$ cat config.mk
export PLATFORM = sky130hd
export DESIGN_NAME = lsu_mem_arbiter_flat
export DESIGN_NICKNAME = d
export VERILOG_FILES = /design/src/rtl/lsu_mem_arbiter_if.sv /design/src/rtl/lsu_mem_arbiter.sv /design/src/flat_wrapper.sv
export SDC_FILE = /design/constraint.sdc
export NUM_CORES = 1
export LEC_CHECK = 0
export CORE_MARGIN = 2
export CORE_UTILIZATION = 39
export CTS_BUF_LIST = sky130_fd_sc_hd__clkbuf_4
export DETAILED_ROUTE_END_ITERATION = 7
export GPL_ROUTABILITY_DRIVEN = 0
export GPL_TIMING_DRIVEN = 0
export PLACE_DENSITY = 0.78
export SLEW_MARGIN = 20
export SYNTH_ARGS = -nofsm -noshare
export SYNTH_HDL_FRONTEND = slang
export SYNTH_SLANG_ARGS = --single-unit
$ cat constraint.sdc
create_clock -name clk -period 2.8 [get_ports clk]
set_input_delay 0.28 -clock clk [delete_from_list [all_inputs] [get_ports clk]]
set_output_delay 0.28 -clock clk [all_outputs]
set_load 0.02 [all_outputs]
$ cat src/rtl/lsu_mem_arbiter_if.sv
// Bundle of the LSU-array side and the data-memory side of the arbiter.
//
// Handshake semantics (both sides):
//   A requester raises *_valid together with its address/data and holds them
//   stable until the matching *_ready is seen high. The responder raises
//   *_ready when the access is done. On the LSU side the ready stays high until
//   the LSU drops its valid. On the memory side the ready is sampled only while
//   the arbiter waits for that access. A ready seen outside that window has no
//   effect.
//
// modport master : the arbiter (drives memory requests and LSU acknowledges)
// modport slave  : the environment (LSU array plus memory)
interface lsu_mem_arbiter_if #(
    parameter int NUM_CONSUMERS = 4,
    parameter int ADDR_BITS     = 8,
    parameter int DATA_BITS     = 8
);
    // LSU array side
    logic [NUM_CONSUMERS-1:0]                lsu_read_valid;
    logic [NUM_CONSUMERS-1:0][ADDR_BITS-1:0] lsu_read_address;
    logic [NUM_CONSUMERS-1:0]                lsu_read_ready;
    logic [NUM_CONSUMERS-1:0][DATA_BITS-1:0] lsu_read_data;
    logic [NUM_CONSUMERS-1:0]                lsu_write_valid;
    logic [NUM_CONSUMERS-1:0][ADDR_BITS-1:0] lsu_write_address;
    logic [NUM_CONSUMERS-1:0][DATA_BITS-1:0] lsu_write_data;
    logic [NUM_CONSUMERS-1:0]                lsu_write_ready;

    // Data-memory side
    logic                 mem_read_valid;
    logic [ADDR_BITS-1:0] mem_read_address;
    logic                 mem_read_ready;
    logic [DATA_BITS-1:0] mem_read_data;
    logic                 mem_write_valid;
    logic [ADDR_BITS-1:0] mem_write_address;
    logic [DATA_BITS-1:0] mem_write_data;
    logic                 mem_write_ready;

    modport master (
        input  lsu_read_valid,
        input  lsu_read_address,
        output lsu_read_ready,
        output lsu_read_data,
        input  lsu_write_valid,
        input  lsu_write_address,
        input  lsu_write_data,
        output lsu_write_ready,
        output mem_read_valid,
        output mem_read_address,
        input  mem_read_ready,
        input  mem_read_data,
        output mem_write_valid,
        output mem_write_address,
        output mem_write_data,
        input  mem_write_ready
    );

    modport slave (
        output lsu_read_valid,
        output lsu_read_address,
        input  lsu_read_ready,
        input  lsu_read_data,
        output lsu_write_valid,
        output lsu_write_address,
        output lsu_write_data,
        input  lsu_write_ready,
        input  mem_read_valid,
        input  mem_read_address,
        output mem_read_ready,
        output mem_read_data,
        input  mem_write_valid,
        input  mem_write_address,
        input  mem_write_data,
        output mem_write_ready
    );
endinterface

$ cat src/rtl/lsu_mem_arbiter.sv
// Round-robin arbiter sharing one data-memory channel between the per-thread
// LSUs of a core. One access is in flight at a time; the grant is held until
// memory completes and the granted LSU drops its request. All outputs are
// registered; the FSM state and round-robin pointer are exposed for debug.
module lsu_mem_arbiter #(
    parameter  int NUM_CONSUMERS = 4,
    parameter  int ADDR_BITS     = 8,
    parameter  int DATA_BITS     = 8,
    localparam int ID_W          = (NUM_CONSUMERS > 1) ? $clog2(NUM_CONSUMERS) : 1
) (
    input  logic            clk,
    input  logic            reset,
    lsu_mem_arbiter_if.master bus,
    output logic            busy,
    output logic [2:0]      state_dbg,
    output logic [ID_W-1:0] rr_ptr_dbg,
    output logic [ID_W-1:0] grant_id_dbg
);

    typedef enum logic [2:0] {
        ST_IDLE        = 3'd0,
        ST_READ_WAIT   = 3'd1,
        ST_WRITE_WAIT  = 3'd2,
        ST_READ_RELAY  = 3'd3,
        ST_WRITE_RELAY = 3'd4
    } state_t;

    state_t state_q, state_d;

    logic [ID_W-1:0] rr_ptr_q,   rr_ptr_d;
    logic [ID_W-1:0] grant_id_q, grant_id_d;
    logic [ID_W-1:0] grant_next;

    logic                 mem_read_valid_q,    mem_read_valid_d;
    logic [ADDR_BITS-1:0] mem_read_address_q,  mem_read_address_d;
    logic                 mem_write_valid_q,   mem_write_valid_d;
    logic [ADDR_BITS-1:0] mem_write_address_q, mem_write_address_d;
    logic [DATA_BITS-1:0] mem_write_data_q,    mem_write_data_d;

    logic [NUM_CONSUMERS-1:0]                lsu_read_ready_q,  lsu_read_ready_d;
    logic [NUM_CONSUMERS-1:0][DATA_BITS-1:0] lsu_read_data_q,   lsu_read_data_d;
    logic [NUM_CONSUMERS-1:0]                lsu_write_ready_q, lsu_write_ready_d;

    logic busy_q, busy_d;

    // Round-robin scan results
    logic            pick_found;
    logic [ID_W-1:0] pick_id;
    logic            pick_is_read;
    logic [ID_W-1:0] cand;
    int              idx;

    // Pointer to the consumer after the current grant, wrapping at NUM_CONSUMERS
    assign grant_next = (grant_id_q == ID_W'(NUM_CONSUMERS - 1)) ? '0 : grant_id_q + 1'b1;

    // Find the first requesting consumer starting at rr_ptr; a pending read beats a write
    always_comb begin
        pick_found   = 1'b0;
        pick_id      = '0;
        pick_is_read = 1'b0;
        cand         = '0;
        idx          = 0;
        for (int i = 0; i < NUM_CONSUMERS; i++) begin
            idx = int'(rr_ptr_q) + i;
            if (idx >= NUM_CONSUMERS) begin
                idx = idx - NUM_CONSUMERS;
            end
            cand = ID_W'(idx);
            if (!pick_found && (bus.lsu_read_valid[cand] || bus.lsu_write_valid[cand])) begin
                pick_found   = 1'b1;
                pick_id      = cand;
                pick_is_read = bus.lsu_read_valid[cand];
            end
        end
    end

    // Next-state and next-output logic; every registered value holds by default
    always_comb begin
        state_d             = state_q;
        rr_ptr_d            = rr_ptr_q;
        grant_id_d          = grant_id_q;
        mem_read_valid_d    = mem_read_valid_q;
        mem_read_address_d  = mem_read_address_q;
        mem_write_valid_d   = mem_write_valid_q;
        mem_write_address_d = mem_write_address_q;
        mem_write_data_d    = mem_write_data_q;
        lsu_read_ready_d    = lsu_read_ready_q;
        lsu_read_data_d     = lsu_read_data_q;
        lsu_write_ready_d   = lsu_write_ready_q;

        case (state_q)
            ST_IDLE: begin
                if (pick_found) begin
                    grant_id_d = pick_id;
                    if (pick_is_read) begin
                        mem_read_valid_d   = 1'b1;
                        mem_read_address_d = bus.lsu_read_address[pick_id];
                        state_d            = ST_READ_WAIT;
                    end else begin
                        mem_write_valid_d   = 1'b1;
                        mem_write_address_d = bus.lsu_write_address[pick_id];
                        mem_write_data_d    = bus.lsu_write_data[pick_id];
                        state_d             = ST_WRITE_WAIT;
                    end
                end
            end

            ST_READ_WAIT: begin
                if (bus.mem_read_ready) begin
                    mem_read_valid_d            = 1'b0;
                    lsu_read_data_d[grant_id_q]  = bus.mem_read_data;
                    lsu_read_ready_d[grant_id_q] = 1'b1;
                    state_d                     = ST_READ_RELAY;
                end
            end

            ST_WRITE_WAIT: begin
                if (bus.mem_write_ready) begin
                    mem_write_valid_d             = 1'b0;
                    lsu_write_ready_d[grant_id_q] = 1'b1;
                    state_d                       = ST_WRITE_RELAY;
                end
            end

            ST_READ_RELAY: begin
                if (!bus.lsu_read_valid[grant_id_q]) begin
                    lsu_read_ready_d[grant_id_q] = 1'b0;
                    rr_ptr_d                     = grant_next;
                    state_d                      = ST_IDLE;
                end
            end

            ST_WRITE_RELAY: begin
                if (!bus.lsu_write_valid[grant_id_q]) begin
                    lsu_write_ready_d[grant_id_q] = 1'b0;
                    rr_ptr_d                      = grant_next;
                    state_d                       = ST_IDLE;
                end
            end

            default: begin
                state_d = ST_IDLE;
            end
        endcase

        busy_d = (state_d != ST_IDLE);
    end

    // State and output registers; reset clears everything without waiting for clk
    always_ff @(posedge clk or posedge reset) begin
        if (reset) begin
            state_q             <= ST_IDLE;
            rr_ptr_q            <= '0;
            grant_id_q          <= '0;
            mem_read_valid_q    <= 1'b0;
            mem_read_address_q  <= '0;
            mem_write_valid_q   <= 1'b0;
            mem_write_address_q <= '0;
            mem_write_data_q    <= '0;
            lsu_read_ready_q    <= '0;
            lsu_read_data_q     <= '0;
            lsu_write_ready_q   <= '0;
            busy_q              <= 1'b0;
        end else begin
            state_q             <= state_d;
            rr_ptr_q            <= rr_ptr_d;
            grant_id_q          <= grant_id_d;
            mem_read_valid_q    <= mem_read_valid_d;
            mem_read_address_q  <= mem_read_address_d;
            mem_write_valid_q   <= mem_write_valid_d;
            mem_write_address_q <= mem_write_address_d;
            mem_write_data_q    <= mem_write_data_d;
            lsu_read_ready_q    <= lsu_read_ready_d;
            lsu_read_data_q     <= lsu_read_data_d;
            lsu_write_ready_q   <= lsu_write_ready_d;
            busy_q              <= busy_d;
        end
    end

    assign bus.mem_read_valid    = mem_read_valid_q;
    assign bus.mem_read_address  = mem_read_address_q;
    assign bus.mem_write_valid   = mem_write_valid_q;
    assign bus.mem_write_address = mem_write_address_q;
    assign bus.mem_write_data    = mem_write_data_q;
    assign bus.lsu_read_ready    = lsu_read_ready_q;
    assign bus.lsu_read_data     = lsu_read_data_q;
    assign bus.lsu_write_ready   = lsu_write_ready_q;

    assign busy         = busy_q;
    assign state_dbg    = state_q;
    assign rr_ptr_dbg   = rr_ptr_q;
    assign grant_id_dbg = grant_id_q;

endmodule

$ cat src/flat_wrapper.sv
// flat-port wrapper written by rule: the top's interface ports become plain ports
module lsu_mem_arbiter_flat 
#(
    parameter  int NUM_CONSUMERS = 4,
    parameter  int ADDR_BITS     = 8,
    parameter  int DATA_BITS     = 8,
    localparam int ID_W          = (NUM_CONSUMERS > 1) ? $clog2(NUM_CONSUMERS) : 1
)
  (clk, reset, busy, state_dbg, rr_ptr_dbg, grant_id_dbg, bus_lsu_read_valid, bus_lsu_read_address, bus_lsu_read_ready, bus_lsu_read_data, bus_lsu_write_valid, bus_lsu_write_address, bus_lsu_write_data, bus_lsu_write_ready, bus_mem_read_valid, bus_mem_read_address, bus_mem_read_ready, bus_mem_read_data, bus_mem_write_valid, bus_mem_write_address, bus_mem_write_data, bus_mem_write_ready);
  lsu_mem_arbiter_if #(.NUM_CONSUMERS(NUM_CONSUMERS), .ADDR_BITS(ADDR_BITS), .DATA_BITS(DATA_BITS)) bus_i ();
  input  logic clk;
  input  logic reset;
  output logic busy;
  output logic [2:0] state_dbg;
  output logic [ID_W-1:0] rr_ptr_dbg;
  output logic [ID_W-1:0] grant_id_dbg;
  input wire logic [$bits(bus_i.lsu_read_valid)-1:0] bus_lsu_read_valid;
  input wire logic [$bits(bus_i.lsu_read_address)-1:0] bus_lsu_read_address;
  output wire logic [$bits(bus_i.lsu_read_ready)-1:0] bus_lsu_read_ready;
  output wire logic [$bits(bus_i.lsu_read_data)-1:0] bus_lsu_read_data;
  input wire logic [$bits(bus_i.lsu_write_valid)-1:0] bus_lsu_write_valid;
  input wire logic [$bits(bus_i.lsu_write_address)-1:0] bus_lsu_write_address;
  input wire logic [$bits(bus_i.lsu_write_data)-1:0] bus_lsu_write_data;
  output wire logic [$bits(bus_i.lsu_write_ready)-1:0] bus_lsu_write_ready;
  output wire logic [$bits(bus_i.mem_read_valid)-1:0] bus_mem_read_valid;
  output wire logic [$bits(bus_i.mem_read_address)-1:0] bus_mem_read_address;
  input wire logic [$bits(bus_i.mem_read_ready)-1:0] bus_mem_read_ready;
  input wire logic [$bits(bus_i.mem_read_data)-1:0] bus_mem_read_data;
  output wire logic [$bits(bus_i.mem_write_valid)-1:0] bus_mem_write_valid;
  output wire logic [$bits(bus_i.mem_write_address)-1:0] bus_mem_write_address;
  output wire logic [$bits(bus_i.mem_write_data)-1:0] bus_mem_write_data;
  input wire logic [$bits(bus_i.mem_write_ready)-1:0] bus_mem_write_ready;
  assign bus_i.lsu_read_valid = bus_lsu_read_valid;
  assign bus_i.lsu_read_address = bus_lsu_read_address;
  assign bus_lsu_read_ready = bus_i.lsu_read_ready;
  assign bus_lsu_read_data = bus_i.lsu_read_data;
  assign bus_i.lsu_write_valid = bus_lsu_write_valid;
  assign bus_i.lsu_write_address = bus_lsu_write_address;
  assign bus_i.lsu_write_data = bus_lsu_write_data;
  assign bus_lsu_write_ready = bus_i.lsu_write_ready;
  assign bus_mem_read_valid = bus_i.mem_read_valid;
  assign bus_mem_read_address = bus_i.mem_read_address;
  assign bus_i.mem_read_ready = bus_mem_read_ready;
  assign bus_i.mem_read_data = bus_mem_read_data;
  assign bus_mem_write_valid = bus_i.mem_write_valid;
  assign bus_mem_write_address = bus_i.mem_write_address;
  assign bus_mem_write_data = bus_i.mem_write_data;
  assign bus_i.mem_write_ready = bus_mem_write_ready;
  lsu_mem_arbiter #(.NUM_CONSUMERS(NUM_CONSUMERS), .ADDR_BITS(ADDR_BITS), .DATA_BITS(DATA_BITS)) u_core (.clk(clk), .reset(reset), .bus(bus_i), .busy(busy), .state_dbg(state_dbg), .rr_ptr_dbg(rr_ptr_dbg), .grant_id_dbg(grant_id_dbg));
endmodule
Word level (Yosys, flattened, before mapping)
Cells that the tools add are included.
- logic and storage cells: 151
- output and inout bits: 74
- register bits: 74
- $lt $le $gt $ge: 11
- equality and inequality tests: 12
- multiplexer cells: 72
- reduce and logical (&&, ||, !) cells: 27
- bitwise gates (word level): 6
- $add $sub $neg: 8
- operator list (operator ; count):
    binary-select mux 8 bit (select 2 bit) ; 3
    bitwise mux 32 bit ; 1
    2-to-1 mux 8 bit ; 4
    2-to-1 mux 1 bit ; 25
    2-to-1 mux 2 bit ; 12
    binary-select mux 1 bit (select 2 bit) ; 10
    < comparator 2 x 3 -> 1 bit (second input constant) ; 6
    demux 8 bit (select 2 bit) ; 1
    2-to-1 mux 4 bit ; 4
    one-hot mux 4 bit (2 select lines) ; 2
    2-to-1 mux 3 bit ; 5
    one-hot mux 3 bit (5 select lines) ; 1
    AND reduction 3 bit ; 5
    != test 2 bit (second input constant) ; 5
    nonzero test 2 bit ; 5
    >= comparator 3 bit (second input constant) ; 3
    AND 4 bit ; 2
    bitwise OR 4 bit ; 2
    AND reduction 4 bit ; 2
    subtractor 2 x 1 -> 2 bit (second input constant) ; 4
    adder 2 x 2 -> 3 bit (second input constant) ; 2
    equality test 3 x 2 -> 1 bit (second input constant) ; 2
    logical AND 1 bit ; 4
    logical OR 1 bit ; 4
    17 further kinds ; 22

Depth between registers and ports, before layout
Gate-level depths: netlist of the first run.
- depth in word-level cells: 19
- depth in mapped cells: 11
- mapped depth without buffers: 7

Worst setup path after synthesis of the first run
Ideal clock, no wire load.
- path kind: register to register
- from: reg u_core.rr_ptr_q[1] (netlist: u_core.rr_ptr_dbg[1])
- to: reg u_core.mem_read_address_q[1] (netlist: u_core.bus.mem_read_address[1])
- cell stages (with the launch flop): 11
- arrival time: 2.699 ns
- slack: -0.020 ns
- cell sequence: dfrtp_1 -> buf_2 -> mux4_2 -> nor2_1 -> o32ai_1 -> or3b_1 -> buf_6 -> buf_6 -> mux2i_1 -> nand2_1 -> a22o_1
- cells in the longest elaborated chain, start to end: 17
- elaborated cells between the ends (all ways): 56
- classes of those cells: add/sub: 7; order compare: 4; mux: 34; reduce/logical: 11
- ends and longest elaborated chain (what ; RTL line ; text):
    start: declaration ; lsu_mem_arbiter.sv:30 ; logic [ID_W-1:0] rr_ptr_q, rr_ptr_d;
    start signal: assignment ; lsu_mem_arbiter.sv:166 ; rr_ptr_q <= rr_ptr_d;
    parallel branches: the longest is 17 deep, another holds adder 2 x 1 -> 3 bit ; - ;
    end signal: assignment ; lsu_mem_arbiter.sv:169 ; mem_read_address_q <= mem_read_address_d;
    end: declaration ; lsu_mem_arbiter.sv:35 ; logic [ADDR_BITS-1:0] mem_read_address_q, mem_read_address_d;
Several ways; the timed one is not identified. The select of a mux whose other input is x is not followed.
A chain may end at the register's enable or synchronous reset.

Worst setup path in the final report of the first run
- from: reg u_core.rr_ptr_q[0] (netlist: u_core.rr_ptr_dbg[0])
- to: reg u_core.mem_write_address_q[4] (netlist: u_core.bus.mem_write_address[4])
- cells in the longest elaborated chain, start to end: 17
- elaborated cells between the ends (all ways): 57
- classes of those cells: add/sub: 7; order compare: 4; mux: 34; bitwise: 1; reduce/logical: 11
- ends and longest elaborated chain (what ; RTL line ; text):
    parallel branches: the longest is 17 deep, another holds adder 2 x 1 -> 3 bit ; - ;
    end signal: assignment ; lsu_mem_arbiter.sv:171 ; mem_write_address_q <= mem_write_address_d;
    end: declaration ; lsu_mem_arbiter.sv:37 ; logic [ADDR_BITS-1:0] mem_write_address_q, mem_write_address_d;
Several ways; the timed one is not identified. The select of a mux whose other input is x is not followed.

==> key figures, run 1 <==
Floorplanning
  • Area of the placeable core: 0.0108 mm^2
  • Number of rows created at floorplan: 38
  • I/O Pins: 190
  • Die X-Extent: approximately 110 um
  • Die ar.: 0.0119 mm^2
  • Die extent in y: 109 um
  • Effective utilization at floorplan: 40.0%

Synthesis
  • Synth warn: 0
  • Fraction of the yosys area taken by sequential cells: between 40 and 50%
  • Cell type contributing the most total cell area after synthesis: sky130_fd_sc_hd__dfrtp_1
  • Compound-gate portion of the synthesized area: 18.1%
  • Most instantiated flip-flop cell in the synthesis netlist: sky130_fd_sc_hd__dfrtp_1
  • Async set-or-reset flop fraction in the synthesized netlist: 100%
  • Count of cell types in the netlist: 54
  • Cell area after synthesis: ~0.0043 mm^2
  • Synth Area in Simple Gates: between 10% and 20%
  • Cell count after synthesis: 423
  • Synth Area in Adders: ~1.2%
  • Post-synth EDFFs: 0
  • Synth top area share: ~43%
  • Share of the synthesized netlist area taken by xor and xnor gates: 0%
  • Multiplexer fraction of the synthesized cell area: between 20% and 30%
  • Flops & latches, synth: 74
  • Post-synth net total: between 500 and 600
  • Avg Cell Area, Syn: 10.2 um^2
  • Leading post-synthesis cells by cell area: sky130_fd_sc_hd__dfrtp_1 43%, sky130_fd_sc_hd__mux2_2 14%, sky130_fd_sc_hd__nand2_1 5.6%, sky130_fd_sc_hd__mux4_2 4.7%, sky130_fd_sc_hd__a21oi_1 4.2%
  • Main combinational cell family by area after synthesis: multiplexers

CTS
  • Insertion delay to the later sink of the worst-skew pair: about 0.43 ns
  • Clock slew at reported path FFs: 0.14 ns
  • CTS buffer count: 9
  • Clock root cell: sky130_fd_sc_hd__clkbuf_4
  • Number of H-tree branching levels: 3
  • Number of clock sinks: 74
  • CTS max path bufs: 2
  • Clock tree from TritonCTS: yes

Worst hold path
  • Min-Delay Path Class: input pin to async pin

Status
  • Run status: complete, but fails checks
  • Failing checks: negative setup slack

Worst setup path
  • Nature of the critical path endpoint: flip-flop
  • Class of the most critical setup path: flip-flop to flip-flop
  • Required arrival time at the worst endpoint: around 3.1 ns
  • Arrival time of data at the critical path endpoint: roughly 3.2 ns
  • Critical Path Fanout Max: 6
  • Critical Path Source Type: flip-flop

Timing
  • Setup repair after global routing missed its margin: true
  • Worst Clk Skew: roughly 0.018 ns
  • Fmax: 0.353 GHz
  • Rel. slew slack: between 60% and 70%
  • Number of hold violations in the final report: 0
  • Max-slew violation count: 0
  • Worst setup slack after layout: -0.0356 ns
  • Setup violations, final: 7
  • Fraction of the cycle the final worst path needs: 101%
  • Time the final worst path needs with I/O delays and setup: around 2.8 ns
  • Slew at the pin closest to its max-slew limit: slightly below 0.6 ns

Final layout
  • Final core utilization: 64.7%
  • Number of nets at the end of the flow: about 770
  • Signed area change from the synthesized netlist to the final layout: 62.0%
  • Number of diodes: 0
  • Fraction of layout instances using a drive strength above 1: 25.2%
  • Post-route cell area: approximately 0.007 mm^2

Global routing
  • Via count of the first global-routing pass: roughly 4.3k
  • Wire length of the first global-routing pass: 22000 um
  • Total Routing Usage GR: 23.7%
  • Largest net degree at the start of global routing: between 40 and 50
  • Initial antenna violation count: 0
  • Leftover overflow at the end of global routing: 0

Routing
  • DR top layer: met4
  • Met1 Wirelength: 5920 um
  • Number of DRC markers after the initial detailed-route iteration: 250
  • Number of optimization iterations in the first detailed-route pass: 5
  • Detailed route wirelength on metal2: 7070 um
  • Detail-routed net length per standard cell: roughly 19 um
  • Routed length on met3: around 1400 um
  • Total via count after detailed routing: 4368
  • Average via count per standard cell: ~5.5
  • Number of DRC violations after detailed routing: 0
  • Routed wire length: approximately 15000 um
  • Antenna Nets Post-Route: 0

Power and ir drop
  • Leakage: 2.84 nW
  • Cell area power density: roughly 1200 mW/mm^2
  • Peak ir drop on the vdd network: roughly 0.65 mV

Placement
  • HPWL after detailed placement: between 10000 and 15000 um
  • Buffers added on ports: 189
  • Instance area after placement: roughly 0.0064 mm^2

Job
  • Max-Cap Viols: 0
[through the flow]
step	power (W)	hold WS, ns	cells	TNS [ns]	worst slack (ns)
floorplan	0.00488	0.431	423	0	0.0318
global placement	0.00669	0.463	752	-61.47	-0.845
detailed placement	0.00679	0.471	753	-16.08	-0.709
CTS	0.00774	0.173	771	-0.00118	-0.00118
global route	0.00871	0.211	790	-1.70	-0.114
finish	0.00820	0.181	790	-0.149	-0.0356
[worst max-delay path: stages, from the launching register on]
cell and delay, ns:
sky130_fd_sc_hd__dfrtp_2 0.39, sky130_fd_sc_hd__buf_8 0.12, sky130_fd_sc_hd__mux4_2 0.53, sky130_fd_sc_hd__or2_4 0.31
sky130_fd_sc_hd__o211ai_2 0.21, sky130_fd_sc_hd__or3b_4 0.43, sky130_fd_sc_hd__buf_8 0.15, sky130_fd_sc_hd__buf_8 0.13
sky130_fd_sc_hd__mux2_4 0.30, sky130_fd_sc_hd__nor2_2 0.10, sky130_fd_sc_hd__a311oi_1 0.06
[layout make-up]
| class | count | area, um^2 |
|---|---|---|
| multi-input combinational | 322 | 2520 |
| clock buffer | 9 | 67.6 |
| clock inverter | 7 | 76.3 |
| timing repair buffer | 213 | 2090 |
| sequential | 74 | 1850 |
| buffer | 21 | 180 |
| tap | 140 | 175 |
| fill | 879 | 3810 |
| inverter | 4 | 17.5 |
[cells in the mapped netlist, types with 3 or more instances]
cell type and n:
sky130_fd_sc_hd__clkbuf_1 7, sky130_fd_sc_hd__o22ai_1 4, sky130_fd_sc_hd__a22o_1 9, sky130_fd_sc_hd__inv_1 3
sky130_fd_sc_hd__ha_1 4, sky130_fd_sc_hd__nand3_1 3, sky130_fd_sc_hd__a31oi_1 12, sky130_fd_sc_hd__o21ai_0 7
sky130_fd_sc_hd__mux4_2 9, sky130_fd_sc_hd__nand2_1 64, sky130_fd_sc_hd__a311oi_1 14, sky130_fd_sc_hd__nor2_1 44
sky130_fd_sc_hd__buf_2 11, sky130_fd_sc_hd__o31a_1 3, sky130_fd_sc_hd__nand2b_1 4, sky130_fd_sc_hd__dfrtp_1 74
sky130_fd_sc_hd__a21bo_2 7, sky130_fd_sc_hd__mux2i_1 10, sky130_fd_sc_hd__mux2_2 53, sky130_fd_sc_hd__buf_6 3
sky130_fd_sc_hd__a21oi_1 36
[timing repair]
| action | CTS | global route |
|---|---|---|
| hold buffers | 0 | 0 |
| resized for setup | 28 | 49 |
| buffers inserted | 3 | 20 |
| pin swaps | 3 | 14 |
| endpoints found under the setup margin | 28 | 26 |
[path summary, 6_finish.rpt]
| path | startpoint | to | slack (ns) | depth (start not counted) |
|---|---|---|---|---|
| worst min register to register | flip-flop | flip-flop | 0.50 | 2 |
| worst max register to register | u_core.rr_ptr_dbg[0] | u_core.bus.mem_write_address[4] | -0.04 | 10 |
| min in group clk | bus_lsu_write_data[29] | u_core.bus.mem_write_data[5] | 0.40 | 3 |
| max in group asynchronous | reset | u_core.rr_ptr_dbg[0] | 2.01 | 3 |
| worst min-delay path | reset | u_core.bus.mem_write_data[4] | 0.18 | 2 |
| worst max-delay path | u_core.rr_ptr_dbg[0] | u_core.bus.mem_write_address[4] | -0.04 | 10 |
[routing by layer]
metal / vias up / GRT usage, %
li1: 2016 / -
met1: 2100 / 28.1
met2: 217 / 40.9
met3: 35 / 7.11
met4: 0 / 7.88
met5: - / 0
[power by group]
part / switching [W] / total [W] / leakage [nW] / internal, W
logic: 0.00282 / 0.00557 / 1.89 / 0.00275
clock network: 0.000421 / 0.000699 / 0.0746 / 0.000278
registers: 0.000328 / 0.00192 / 0.877 / 0.00159
[cell usage in the layout, fill, tap and decap left out, types with 7 or more instances in the layout]
cell type / instances
sky130_fd_sc_hd__mux2_2: 49
sky130_fd_sc_hd__clkbuf_4: 11
sky130_fd_sc_hd__clkdlybuf4s50_1: 189
sky130_fd_sc_hd__a22o_1: 9
sky130_fd_sc_hd__mux2i_1: 7
sky130_fd_sc_hd__dfrtp_1: 73
sky130_fd_sc_hd__nor2_1: 36
sky130_fd_sc_hd__a21bo_2: 7
sky130_fd_sc_hd__buf_4: 29
sky130_fd_sc_hd__a21oi_1: 32
sky130_fd_sc_hd__nand2_1: 63
sky130_fd_sc_hd__a31oi_1: 12
sky130_fd_sc_hd__a311oi_1: 10
sky130_fd_sc_hd__mux4_2: 9
sky130_fd_sc_hd__o21ai_0: 7
[cell families (layout without fill, tap and decap cells)]
logic type,count (synthesis),in the layout
AND/OR/NAND/NOR,135,135
flip-flops,74,74
buffers and inverters,27,254
multiplexers,72,72
adder cells (fa/ha/maj),4,4
AO/OA/AOI/OAI,111,111
No activity file was read; power rests on OpenSTA's default activity.
==> run 2: changes to the inputs <==
ABC_CLOCK_PERIOD_IN_PS = 2800   (was not set)
CORE_UTILIZATION = 40   (was 39)
DONT_BUFFER_PORTS = 1   (was not set)
HOLD_SLACK_MARGIN = 0.05   (was not set)
PLACE_DENSITY = not set   (was 0.78)
==> key figures, run 2 (synthesis results as in run 1) <==
Worst setup path
  • Number of logic stages on the critical path including buffering: 10 (unchanged)
  • Nature of the critical path endpoint: flip-flop
  • Class of the most critical setup path: flip-flop to flip-flop
  • Register-to-register path setup slack: -0.14 ns (-0.10 ns)
  • Critical Path Fanout Max: 6 (unchanged)
  • Kind of cell adding the most delay to the critical path: simple AND/OR/NAND/NOR gates
  • Crit path largest cell delay: 0.51 ns (-0.02 ns)
  • Required arrival time at the worst endpoint: 3.09 ns (-0.02 ns)
  • Ordered cell list for the critical path: buf_6, mux4_2, or2_4, o211ai_4, or3b_4, buf_8, buf_12, mux2_4, nor2_4, a311oi_2
  • Cell with the biggest individual delay on the critical path: sky130_fd_sc_hd__mux4_2
  • Critical Path Source Type: flip-flop
  • Worst path bufs/invs: 3 (unchanged)
  • Length in cells of the worst reg-to-reg path: 10 (unchanged)
  • Arrival time of data at the critical path endpoint: 3.23 ns (+0.08 ns)

Timing
  • Worst Clk Skew: 0.0217 ns (+0.00323 ns)
  • Setup violations, final: 17 (+10)
  • Slew at the pin closest to its max-slew limit: 0.561 ns (-0.0226 ns)
  • Time the final worst path needs with I/O delays and setup: 2.94 ns (+0.105 ns)
  • Worst setup slack after layout: -0.140 ns (-0.105 ns)
  • Fraction of the cycle the final worst path needs: 105% (+3.7 points)
  • Setup repair after global routing missed its margin: true
  • Sum of negative setup slack: -1.34 ns (-1.19 ns)
  • Max-slew violation count: 0 (unchanged)
  • Number of hold violations in the final report: 0 (unchanged)
  • Rel. slew slack: 62.4% (+1.5 points)
  • Fmax: 0.340 GHz (-3.6%)

Floorplanning
  • Die extent in y: 108 um (-1.2%)
  • Effective utilization at floorplan: 41.4% (+1.4 points)
  • Die X-Extent: 108 um (-1.2%)
  • I/O Pins: 190 (unchanged)
  • Number of rows created at floorplan: 37 (-2.6%)
  • Area of the placeable core: 0.0104 mm^2 (-3.5%)
  • Die ar.: 0.0116 mm^2 (-2.4%)

Placement
  • Worst setup slack after placement: -0.660 ns (+0.0492 ns)
  • Buffers added on ports: 0 (-100%)
  • Instance area after placement: 0.00452 mm^2 (-29%)
  • HPWL after detailed placement: 9330 um (-12%)

CTS
  • Clock tree from TritonCTS: yes
  • Clock slew at reported path FFs: 0.15 ns (about the same)
  • CTS max path bufs: 2 (unchanged)
  • CTS buffer count: 9 (unchanged)
  • Insertion delay to the later sink of the worst-skew pair: 0.43 ns (about the same)
  • Number of clock sinks: 74 (unchanged)
  • Clock root cell: sky130_fd_sc_hd__clkbuf_4
  • Number of H-tree branching levels: 3 (unchanged)

Power and ir drop
  • Cell area power density: 1320 mW/mm^2 (+13%)
  • Leakage: 2.27 nW (-20%)
  • Internal cell power: 0.00382 W (-17%)
  • Part of the total power dissipated in the clock network: 9.9% (+1.4 points)
  • Sequential Power Share: 36.5% (+13 points)
  • Peak ir drop on the vdd network: 0.559 mV (-14%)
  • Pwr Total: 0.00735 W (-10%)
  • Fraction of power spent switching nets: 48.0% (+4.4 points)
  • Switching power: 0.00353 W (-1.3%)
  • Combinational group share of total power: 53.6% (-14 points)

Final layout
  • Post-route cell area: 0.00555 mm^2 (-21%)
  • Count of filler cells inserted in the layout: 921 (+4.8%)
  • Number of nets at the end of the flow: 605 (-21%)
  • Footprint of the flip-flops and latches: 0.00185 mm^2 (about the same)
  • Most used cells in the layout excluding fill and tap cells: 72 x sky130_fd_sc_hd__dfrtp_1, 63 x sky130_fd_sc_hd__nand2_1, 49 x sky130_fd_sc_hd__mux2_2, 31 x sky130_fd_sc_hd__nor2_1, 30 x sky130_fd_sc_hd__dlygate4sd3_1
  • Area used by multi-input combinational logic: 0.00263 mm^2 (+4.2%)
  • Fraction of layout instances using a drive strength above 1: 37.6% (+12 points)
  • Signed area change from the synthesized netlist to the final layout: 28.6%
  • Commonest non-fill, non-tap cell in the layout: sky130_fd_sc_hd__dfrtp_1
  • Final core utilization: 53.2% (-11 points)

Routing
  • Detail-routed net length per standard cell: 21.7 um (+16%)
  • Total via count after detailed routing: 3754 (-14%)
  • Antenna Nets Post-Route: 0 (unchanged)
  • Number of DRC violations after detailed routing: 0 (unchanged)
  • Average via count per standard cell: 5.99 (+8.3%)
  • Routed wire length: 13600 um (-7.9%)
  • Number of DRC markers after the initial detailed-route iteration: 262 (+4.8%)
  • Number of optimization iterations in the first detailed-route pass: 5 (unchanged)

Job
  • Max-Cap Viols: 0 (unchanged)

Global routing
  • Initial antenna violation count: 1 (+1)
  • Total Routing Usage GR: 22.5% (-1.2 points)
  • Largest net degree at the start of global routing: 51 (+11%)
  • Via count of the first global-routing pass: 3900 (-9.8%)
  • Wire length of the first global-routing pass: 20200 um (-7.9%)
  • Leftover overflow at the end of global routing: 0 (unchanged)

Worst hold path
  • Min-Delay Path Class: input pin to flip-flop
  • Worst hold stages: 2

Status
  • Failing checks: negative setup slack
  • Run status: complete, but fails checks
-- run 2: cell count changes in the layout (fill, tap and decap cells not counted), sizes merged --
cell,change
clkinv,-3
clkdlybuf4s50,-189
inv,+2
dlygate4sd3,+30
clkbuf,-1
clkinvlp,+1
diode,+1
-- run 2: worst reg2reg max path, cell delays in order (launching register included) --
cell and delay (ns):
sky130_fd_sc_hd__dfrtp_2 0.46, sky130_fd_sc_hd__buf_6 0.15, sky130_fd_sc_hd__mux4_2 0.51, sky130_fd_sc_hd__or2_4 0.30, sky130_fd_sc_hd__o211ai_4 0.21, sky130_fd_sc_hd__or3b_4 0.44
sky130_fd_sc_hd__buf_8 0.15, sky130_fd_sc_hd__buf_12 0.13, sky130_fd_sc_hd__mux2_4 0.31, sky130_fd_sc_hd__nor2_4 0.10, sky130_fd_sc_hd__a311oi_2 0.05
-- run 2: repair_timing --
item | CTS | global route
setup buffers | 11 | 11
setup endpoints to repair | 29 | 24
pin swaps | 6 | 11
cloned | 0 | 0
hold buffers | 29 | 1
endpoints found under the hold margin | 107 | 1
gates resized for setup | 38 | 66
-- run 2: path summary, 6_finish.rpt --
path,from,end
setup / recovery,u_core.rr_ptr_dbg[0],u_core.bus.mem_write_data[7]
hold / removal,bus_lsu_write_address[17],u_core.bus.mem_write_address[1]
setup reg to reg,u_core.rr_ptr_dbg[0],u_core.bus.mem_write_data[7]
hold reg to reg,flip-flop,flip-flop
max in group asynchronous,reset,u_core.bus.lsu_read_data[26]
min in group asynchronous,reset,u_core.bus.mem_write_data[5]
-- run 2: routing by layer --
metal / GRT usage [%] / wire [um] / vias to the layer above
met4: 7.88 / 282 / 0
li1: - / - / 1690
met1: 24.6 / 5070 / 1848
met3: 8.47 / 1310 / 22
met5: 0 / 0 / -
met2: 39.7 / 6930 / 194
-- run 2: final cells by class --
type	instances	area share, %
Timing Repair Buffer	53	9.34
Inverter	4	0.383
Clock buffer	9	1.22
Tap cell	136	3.07
Buffer	21	3.61
Antenna cell	1	0.0451
Multi-Input combinational cell	322	47.4
Sequential cell	74	33.4
Clock inverter	7	1.51
-- run 2: power groups by stage --
stage          logic (W)  registers, W  clock network (W)
6_report         0.00394       0.00268           0.000729
5_1_grt          0.00425       0.00276           0.000803
2_1_floorplan    0.00235       0.00253                  0
3_3_place_gp     0.00288       0.00270                  0
4_1_cts          0.00343       0.00269           0.000759
3_5_place_dp     0.00294       0.00271                  0
-- run 2: through the flow --
step	cells	hold slack, ns
floorplan	423	0.431
global placement	559	0.431
detailed placement	560	0.166
CTS	614	0.0526
global route	627	0.0586
finish	627	0.0784
